### src/rtl/pipe_adder_pkg.sv
// pipe_adder_pkg: shared types and sizing helpers
// for the carry-split pipelined adder.
package pipe_adder_pkg;

  typedef enum logic {
    OP_ADD = 1'b0,
    OP_SUB = 1'b1
  } op_mode_e;

  function automatic int slice_w(
    input int width,
    input int stages
  );
    return width / stages;
  endfunction

  function automatic bit split_ok(
    input int width,
    input int stages
  );
    return (stages >= 1) && (stages <= width)
      && ((width % stages) == 0);
  endfunction

endpackage

### src/rtl/pipe_adder_n_slice.sv
// add_slice: one W-bit carry chain segment, also
// exposing the carry into its MSB for overflow.
module add_slice #(
  parameter int W = 8
) (
  input  logic [W-1:0] x,
  input  logic [W-1:0] y,
  input  logic         ci,
  output logic [W-1:0] s,
  output logic         co,
  output logic         cm
);

  logic [W:0] t;

  assign t  = {1'b0, x} + {1'b0, y} + {{W{1'b0}}, ci};
  assign s  = t[W-1:0];
  assign co = t[W];
  // MSB sum bit = x ^ y ^ carry-in, so recover the carry
  assign cm = t[W-1] ^ x[W-1] ^ y[W-1];

endmodule

### src/rtl/pipe_adder_n.sv
// pipe_adder_n: WIDTH-bit add/sub resolved SLICE bits
// per stage, global-stall valid/ready pipeline.
module pipe_adder_n
  import pipe_adder_pkg::*;
#(
  parameter int WIDTH  = 32,
  parameter int STAGES = 4
) (
  input  logic             clk,
  input  logic             rst,
  input  logic             in_valid,
  output logic             in_ready,
  input  logic [WIDTH-1:0] a,
  input  logic [WIDTH-1:0] b,
  input  logic             cin,
  input  logic             sub,
  output logic             out_valid,
  input  logic             out_ready,
  output logic [WIDTH-1:0] sum,
  output logic             cout,
  output logic             ovf
);

  localparam int SL = slice_w(WIDTH, STAGES);

  if (!split_ok(WIDTH, STAGES)) begin : g_bad_cfg
    $error("pipe_adder_n: bad WIDTH/STAGES split");
  end

  op_mode_e         mode;
  logic             adv;
  logic             xfer_in;
  logic             c0;
  logic [WIDTH-1:0] b_eff;

  assign mode     = op_mode_e'(sub);
  assign adv      = !out_valid || out_ready;
  assign in_ready = adv;
  assign xfer_in  = in_valid && adv;
  assign b_eff    = (mode == OP_SUB) ? ~b : b;
  assign c0       = (mode == OP_SUB) ? 1'b1 : cin;

  // g_st[k] runs slice k and owns stage k+1 registers
  for (genvar k = 0; k < STAGES; k++) begin : g_st
    localparam int LO = k * SL;
    localparam int HI = (k + 1) * SL;
    localparam int UW = WIDTH - LO;

    logic          vin;
    logic          ci;
    logic          co;
    logic          msb_ci;
    logic [UW-1:0] ua_in;
    logic [UW-1:0] ub_in;
    logic [SL-1:0] s_new;
    logic [HI-1:0] s_nxt;
    logic          v_d, v_q;
    logic          c_d, c_q;
    logic [HI-1:0] s_d, s_q;

    if (k == 0) begin : g_head
      assign vin   = xfer_in;
      assign ci    = c0;
      assign ua_in = a;
      assign ub_in = b_eff;
      assign s_nxt = s_new;
    end else begin : g_body
      assign vin   = g_st[k-1].v_q;
      assign ci    = g_st[k-1].c_q;
      assign ua_in = g_st[k-1].g_up.ua_q;
      assign ub_in = g_st[k-1].g_up.ub_q;
      assign s_nxt = {s_new, g_st[k-1].s_q};
    end

    add_slice #(
      .W(SL)
    ) u_slice (
      .x (ua_in[SL-1:0]),
      .y (ub_in[SL-1:0]),
      .ci(ci),
      .s (s_new),
      .co(co),
      .cm(msb_ci)
    );

    always_comb begin
      v_d = v_q;
      c_d = c_q;
      s_d = s_q;
      if (adv) begin
        v_d = vin;
        c_d = co;
        s_d = s_nxt;
      end
    end

    always_ff @(posedge clk) begin
      if (rst) begin
        v_q <= 1'b0;
        c_q <= 1'b0;
        s_q <= '0;
      end else begin
        v_q <= v_d;
        c_q <= c_d;
        s_q <= s_d;
      end
    end

    if (k < STAGES - 1) begin : g_up
      logic [UW-SL-1:0] ua_d, ua_q;
      logic [UW-SL-1:0] ub_d, ub_q;
      logic             unused_msb;

      assign unused_msb = msb_ci;

      always_comb begin
        ua_d = ua_q;
        ub_d = ub_q;
        if (adv) begin
          ua_d = ua_in[UW-1:SL];
          ub_d = ub_in[UW-1:SL];
        end
      end

      always_ff @(posedge clk) begin
        if (rst) begin
          ua_q <= '0;
          ub_q <= '0;
        end else begin
          ua_q <= ua_d;
          ub_q <= ub_d;
        end
      end
    end else begin : g_last
      logic ovf_d, ovf_q;

      always_comb begin
        ovf_d = ovf_q;
        if (adv) ovf_d = msb_ci ^ co;
      end

      always_ff @(posedge clk) begin
        if (rst) ovf_q <= 1'b0;
        else     ovf_q <= ovf_d;
      end
    end
  end

  assign out_valid = g_st[STAGES-1].v_q;
  assign sum       = g_st[STAGES-1].s_q;
  assign cout      = g_st[STAGES-1].c_q;
  assign ovf       = g_st[STAGES-1].g_last.ovf_q;

endmodule

### config.mk
export PLATFORM = sky130hd
export DESIGN_NAME = pipe_adder_n
export DESIGN_NICKNAME = d
export VERILOG_FILES = /design/src/rtl/pipe_adder_pkg.sv /design/src/rtl/pipe_adder_n_slice.sv /design/src/rtl/pipe_adder_n.sv
export SDC_FILE = /design/constraint.sdc
export NUM_CORES = 1
export LEC_CHECK = 0
export CORE_MARGIN = 5
export CORE_UTILIZATION = 31
export CTS_CLUSTER_DIAMETER = 80
export DETAILED_ROUTE_END_ITERATION = 10
export PLACE_DENSITY_LB_ADDON = 0.05
export SLEW_MARGIN = 30
export SYNTH_ARGS = -nofsm -noshare
export SYNTH_HDL_FRONTEND = slang
export SYNTH_SLANG_ARGS = --single-unit
### constraint.sdc
create_clock -name clk -period 5.5 [get_ports clk]
set_input_delay 0.825 -clock clk [delete_from_list [all_inputs] [get_ports clk]]
set_output_delay 0.825 -clock clk [all_outputs]
set_load 0.01 [all_outputs]
# --- Word-level counts from Yosys, hierarchy flattened ---
# Cells that the tools add are included.
totals:
  out_inout_bits: 36
  register_bits: 185
  word_cells: 36
  in_bits: 70
op_classes:
  n_mux: 2
  bitwise: 4
  n_addsub: 8
  reduce_logical: 3
ops:
  columns: ["cell", "n"]
  rows:
  - ["$add 8x8->9", 4]
  - ["$add 9x1->9", 4]
  - ["$mux 32", 1]
  - ["$not 32->32", 1]
  - ["$xor 1x1->1", 3]
  - ["$logic_and 1x1->1", 1]
  - ["$logic_not 1->1", 1]
  - ["$logic_or 1x1->1", 1]
  - ["$mux 1", 1]

# --- Longest topological paths before layout ---
depth:
  word_depth: 5
  depth_mapped: 12
  mapped_depth_nobuf: 10

# --- Modules after synthesis ---
# A second synthesis with hierarchy kept.
unflattened:
  hier_cells: 990
  hier_area_um2: 8360.5
by_module_without_submodules:
  columns: ["mod", "instances", "seq_area_each_um2", "area_each_um2", "cells_each"]
  rows:
  - ["pipe_adder_n", 1, 3703.6, 6856.6, 816]
  - ["add_slice at g_st[1].u_slice ...", 3, 0.0, 376.6, 44]
  - ["add_slice at g_st[0].u_slice", 1, 0.0, 374.1, 42]

# --- Worst setup path before layout ---
# OpenSTA, ideal clock, no wires.
synth_path:
  kind: "input to register"
  from: "input sub"
  to: "register g_st[0].s_q[6]"
  arrival_ps: 2988
  path_slack_ps: 2450
  required_ps: 5438
  path_stages: 12
  path_buffers: 2
  cell_sequence: "clkbuf_1 > buf_2 > or2_2 > fa_1 > inv_1 > fa_1 > nor2b_1 > o21ai_1 > a21boi_0 > o21a_1 > or3_1 > nand3_1"
synth_via:
  elab_chain_len: 3
  elab_cells_between_ends: 4
synth_rtl:
  columns: ["element", "line", "rtl"]
  rows:
  - ["start: declaration", "pipe_adder_n.sv:16", "input logic sub,"]
  - ["$mux 32", "pipe_adder_n.sv:40", "assign b_eff = (mode == OP_SUB) ? ~b : b;"]
  - ["$add 8x8->9", "pipe_adder_n_slice.sv:16", "assign t = {1'b0, x} + {1'b0, y} + {{W{1'b0}}, ci};"]
  - ["$add 9x1->9 (*)", "pipe_adder_n_slice.sv:16", null]
  - ["end signal: assignment", "pipe_adder_n.sv:101", "s_q <= '0;"]
  - ["end signal: assignment", "pipe_adder_n.sv:105", "s_q <= s_d;"]
  - ["end: declaration", "pipe_adder_n.sv:59", "logic [HI-1:0] s_d, s_q;"]
# Every way passes the cells marked *; elsewhere a longest branch is shown, timed or not.
# A chain may end at the register's enable or synchronous reset.

# --- Worst setup path after layout ---
layout_path:
  from: "input out_ready"
  to: "output in_ready"
layout_via:
  elab_chain_len: 1
layout_rtl:
  columns: ["element", "line", "rtl"]
  rows:
  - ["start: declaration", "pipe_adder_n.sv:18", "input logic out_ready,"]
  - ["$logic_or 1x1->1", "pipe_adder_n.sv:37", "assign adv = !out_valid || out_ready;"]
  - ["end: declaration", "pipe_adder_n.sv:12", "output logic in_ready,"]
# No other way between the ends.

==> metrics.md <==
| Metric | Value |
|---|---|
| PostCTS Resize Cnt | `0` |
| Worst setup EP type | `primary output` |
| Flip-flop and latch count after synthesis | `185` |
| Mean Syn Cell Area | `8.070 µm²` |
| Largest net degree at the start of global routing | `127` |
| Fillers | `2,742` |
| # DRC | `0` |
| Post-Syn Instances | `978` |
| Switching Fraction | `25.46%` |
| Setup violations, final | `0` |
| Clock skew | `0.01221 ns` |
| Switch Pwr | `763.6 µW` |
| Cell Count, Final, Fillers Out | `1,384` |
| DR WL/cell | `13.48 µm` |
| Post-synth EDFFs | `0` |
| CTS hold repair buffers | `0` |
| Reg power frac | `49.2%` |
| DRT iter0 DRCs | `303` |
| Internal Power | `2.236 mW` |
| Clock power frac | `39.3%` |
| Detailed Route WL | `18,650 µm` |
| Worst Setup Path Type | `primary input to primary output` |
| Worst Path Buf+Inv | `3` |
| F_max | `295.2 MHz` |
| NumNets Final | `1,147` |
| Final GP Congestion | `0.7538` |
| Initial antenna violation count | `0` |
| Final Cycle Share | `61.59%` |
| Most used cell, CP | `clkdlybuf4s50_1` |
| Distinct cells, synth | `39` |
| CP cell instances | `clkdlybuf4s50_1 > nor2b_4 > inv_6 > clkdlybuf4s50_1` |
| Clk sinks | `185` |
| Port Buffer Count | `105` |
| Post-synth design cell area | `7893 µm²` |
| Max clock buf depth | `2` |
| Max rail drop VDD | `164.3 µV` |
| Effective utilization at floorplan | `31.43%` |
| DP HPWL | `11,860 µm` |
| Critical Path RT | `4.68 ns` |
| CTS tree | `yes` |
| Post-DR vias/cell | `4.595` |
| Max incr delay on CP | `0.67 ns` |
| Aggregate global routing overflow | `0` |
| Seq/Total Area, Yosys | `46.92%` |
| Top cells by count, synth | `277 x nand2_1, 185 x dfxtp_1, 163 x a21oi_1` |
| Layout cell share with drive strength beyond 1 | `4.175%` |
| CTS Buf Count | `17` |
| Clk_lat worst skew | `0.42 ns` |
| Synth Flop Type | `dfxtp_1` |
| PwrDens | `308.7 nW/µm²` |
| Die H | `169.6 µm` |
| Die Wd | `169.6 µm` |
| First-pass GRT wire length | `31,250 µm` |
| Root buf cell | `clkbuf_16` |
| I/O Pins | `106` |
| Count leader, synth | `nand2_1` |
| CP Max Fanout | `91` |
| RSZ-0062 raised after global routing | `false` |
| Hold Fails Final Rpt | `0` |
| Slew Limit Fails | `0` |
| Combinational fraction of design power | `11.6%` |
| Tmin final | `3.388 ns` |
| Number of max-cap violations | `0` |
| H-Tree Depth | `4` |
| Outcome | `complete, no violations` |
| Slowest-stage cell, CP | `clkdlybuf4s50_1` |
| Via count | `6,360` |
| Core area | `25,110 µm²` |
| Vias in the first global route | `6,197` |
| Min-delay worst type | `flop to flop` |
| Fin Setup TNS | `0 ns` |
| Final core occ | `38.69%` |
| Ys Warns | `0` |
| Fin area | `9714 µm²` |
| Syn-to-layout area delta | `23.08%` |
| CTS clock-pin slew for the worst setup and hold paths | `0.07 ns` |
| Die Area | `28,750 µm²` |
| Placed instance area | `9154 µm²` |
| Top-area cell type share of the netlist area | `46.92%` |
| Critical Path Start Type | `primary input` |
| Antenna cells | `0` |
| Area leader, netlist | `dfxtp_1` |
| Drt pass-1 iters | `4` |
| Cell family with the largest share of critical-path delay | `buffers and inverters` |
| Synth top area cells | `dfxtp_1 47%, nand2_1 13%, a21oi_1 10%` |
| Total GRT Usage | `13.09%` |
| Placed instance count | `1,352` |
| Post-synthesis net count | `1,084` |
| Setup bufs post-CTS | `0` |
| Worst EP arrival | `2.56 ns` |
| Row Count | `58` |
| Slew @ Worst Pin | `0.8501 ns` |
| Asr flop ratio synth | `0%` |
| Post-DRT Antenna Nets | `0` |
| Slew HR | `43.33%` |
| Leak | `3.690 nW` |
[registers in the layout (all words and copies together) (netlist names)]
| signal | flops |
|---|---|
| g_st.v_q | 3 |
| sum | 32 |
| g_st.s_q | 48 |
| ovf | 1 |
| g_st.g_up.ua_q | 48 |
| g_st.g_up.ub_q | 48 |
| cout | 1 |
| out_valid | 1 |
| g_st.c_q | 3 |
[routing by layer]
layer	GRT usage (%)	vias up	part of all wire [%]
li1	-	3386	-
met1	18.84	2860	53
met2	19.74	98	42
met3	3.075	16	3.2
met4	3.465	0	1.2
met5	0	-	0
[area by class of cell]
class	instances	area [µm²]	area share, %
Clock buffer	20	436.7	4.495
Sequential cell	185	3704	38.12
Tap cell	330	412.9	4.250
Multi-Input combinational cell	702	3837	39.50
Inverter	24	95.09	0.9789
Timing Repair Buffer	111	1111	11.44
Clock inverter	12	117.6	1.211
[worst reg2reg max path: stages (launching register included)]
cell      delay [ns]
dfxtp_1         0.34
fa_1            0.47
fa_1            0.42
a21oi_1         0.21
o22ai_1         0.16
or3_1           0.34
o311ai_2        0.28
xor2_1          0.21
a211oi_2        0.09
[metrics by stage]
step	total power [mW]	hold WS, ns	setup slack [ns]
floorplan	1.720	0.4321	2.450
global placement	1.857	0.4403	1.893
detailed placement	1.858	0.4423	1.879
CTS	3.056	0.4523	2.072
global route	3.162	0.4688	1.998
finish	2.999	0.4481	2.112
[path summary, 6_finish.rpt]
kind	depth (start not counted)	endpoint	from	slack [ns]
worst max-delay path	4	in_ready	out_ready	2.11
worst min-delay path	2	sum[30]	sum[30]	0.45
worst max register to register	8	ovf	g_st[2].c_q	2.84
worst min register to register	2	sum[30]	sum[30]	0.45
[logic make-up after synthesis]
kind of cell | after synthesis | share of synthesized area (%)
fa+ha+maj | 36 | 6.468
simple gates | 386 | 20.39
xor+xnor | 44 | 4.883
mux | 1 | 0.1268
buf+inv | 91 | 4.550
compound gates | 235 | 16.66
flops | 185 | 46.92
[placed cells by master (no fill, tap or decap), types with 4 or more instances in the layout]
cell / synthesis / routed
nand2_1: 277 / 277
nor3_1: 8 / 8
nand3_1: 10 / 10
inv_6: 0 / 4
clkbuf_16: 0 / 17
nor3b_1: 4 / 4
a211oi_1: 31 / 31
xnor2_1: 30 / 30
nor2_1: 50 / 50
or3_1: 5 / 5
ha_1: 28 / 28
o21ai_0: 15 / 15
nor4_1: 7 / 7
nor2b_1: 7 / 6
xor2_1: 14 / 14
clkdlybuf4s50_1: 0 / 103
fa_1: 8 / 8
o21ai_1: 8 / 8
dfxtp_1: 185 / 185
a21oi_1: 163 / 163
buf_4: 0 / 4
nand3b_1: 9 / 9
inv_1: 23 / 23
[power by group through the flow]
stage                     clock, mW  combinational (mW)  sequential [mW]
after floorplan                   0               0.220             1.50
after global placement            0               0.351             1.51
after detailed placement          0               0.352             1.51
after CTS                      1.23               0.354             1.48
after global routing           1.28               0.395             1.49
final                          1.18               0.347             1.47
No activity file was read; power rests on OpenSTA's default activity.
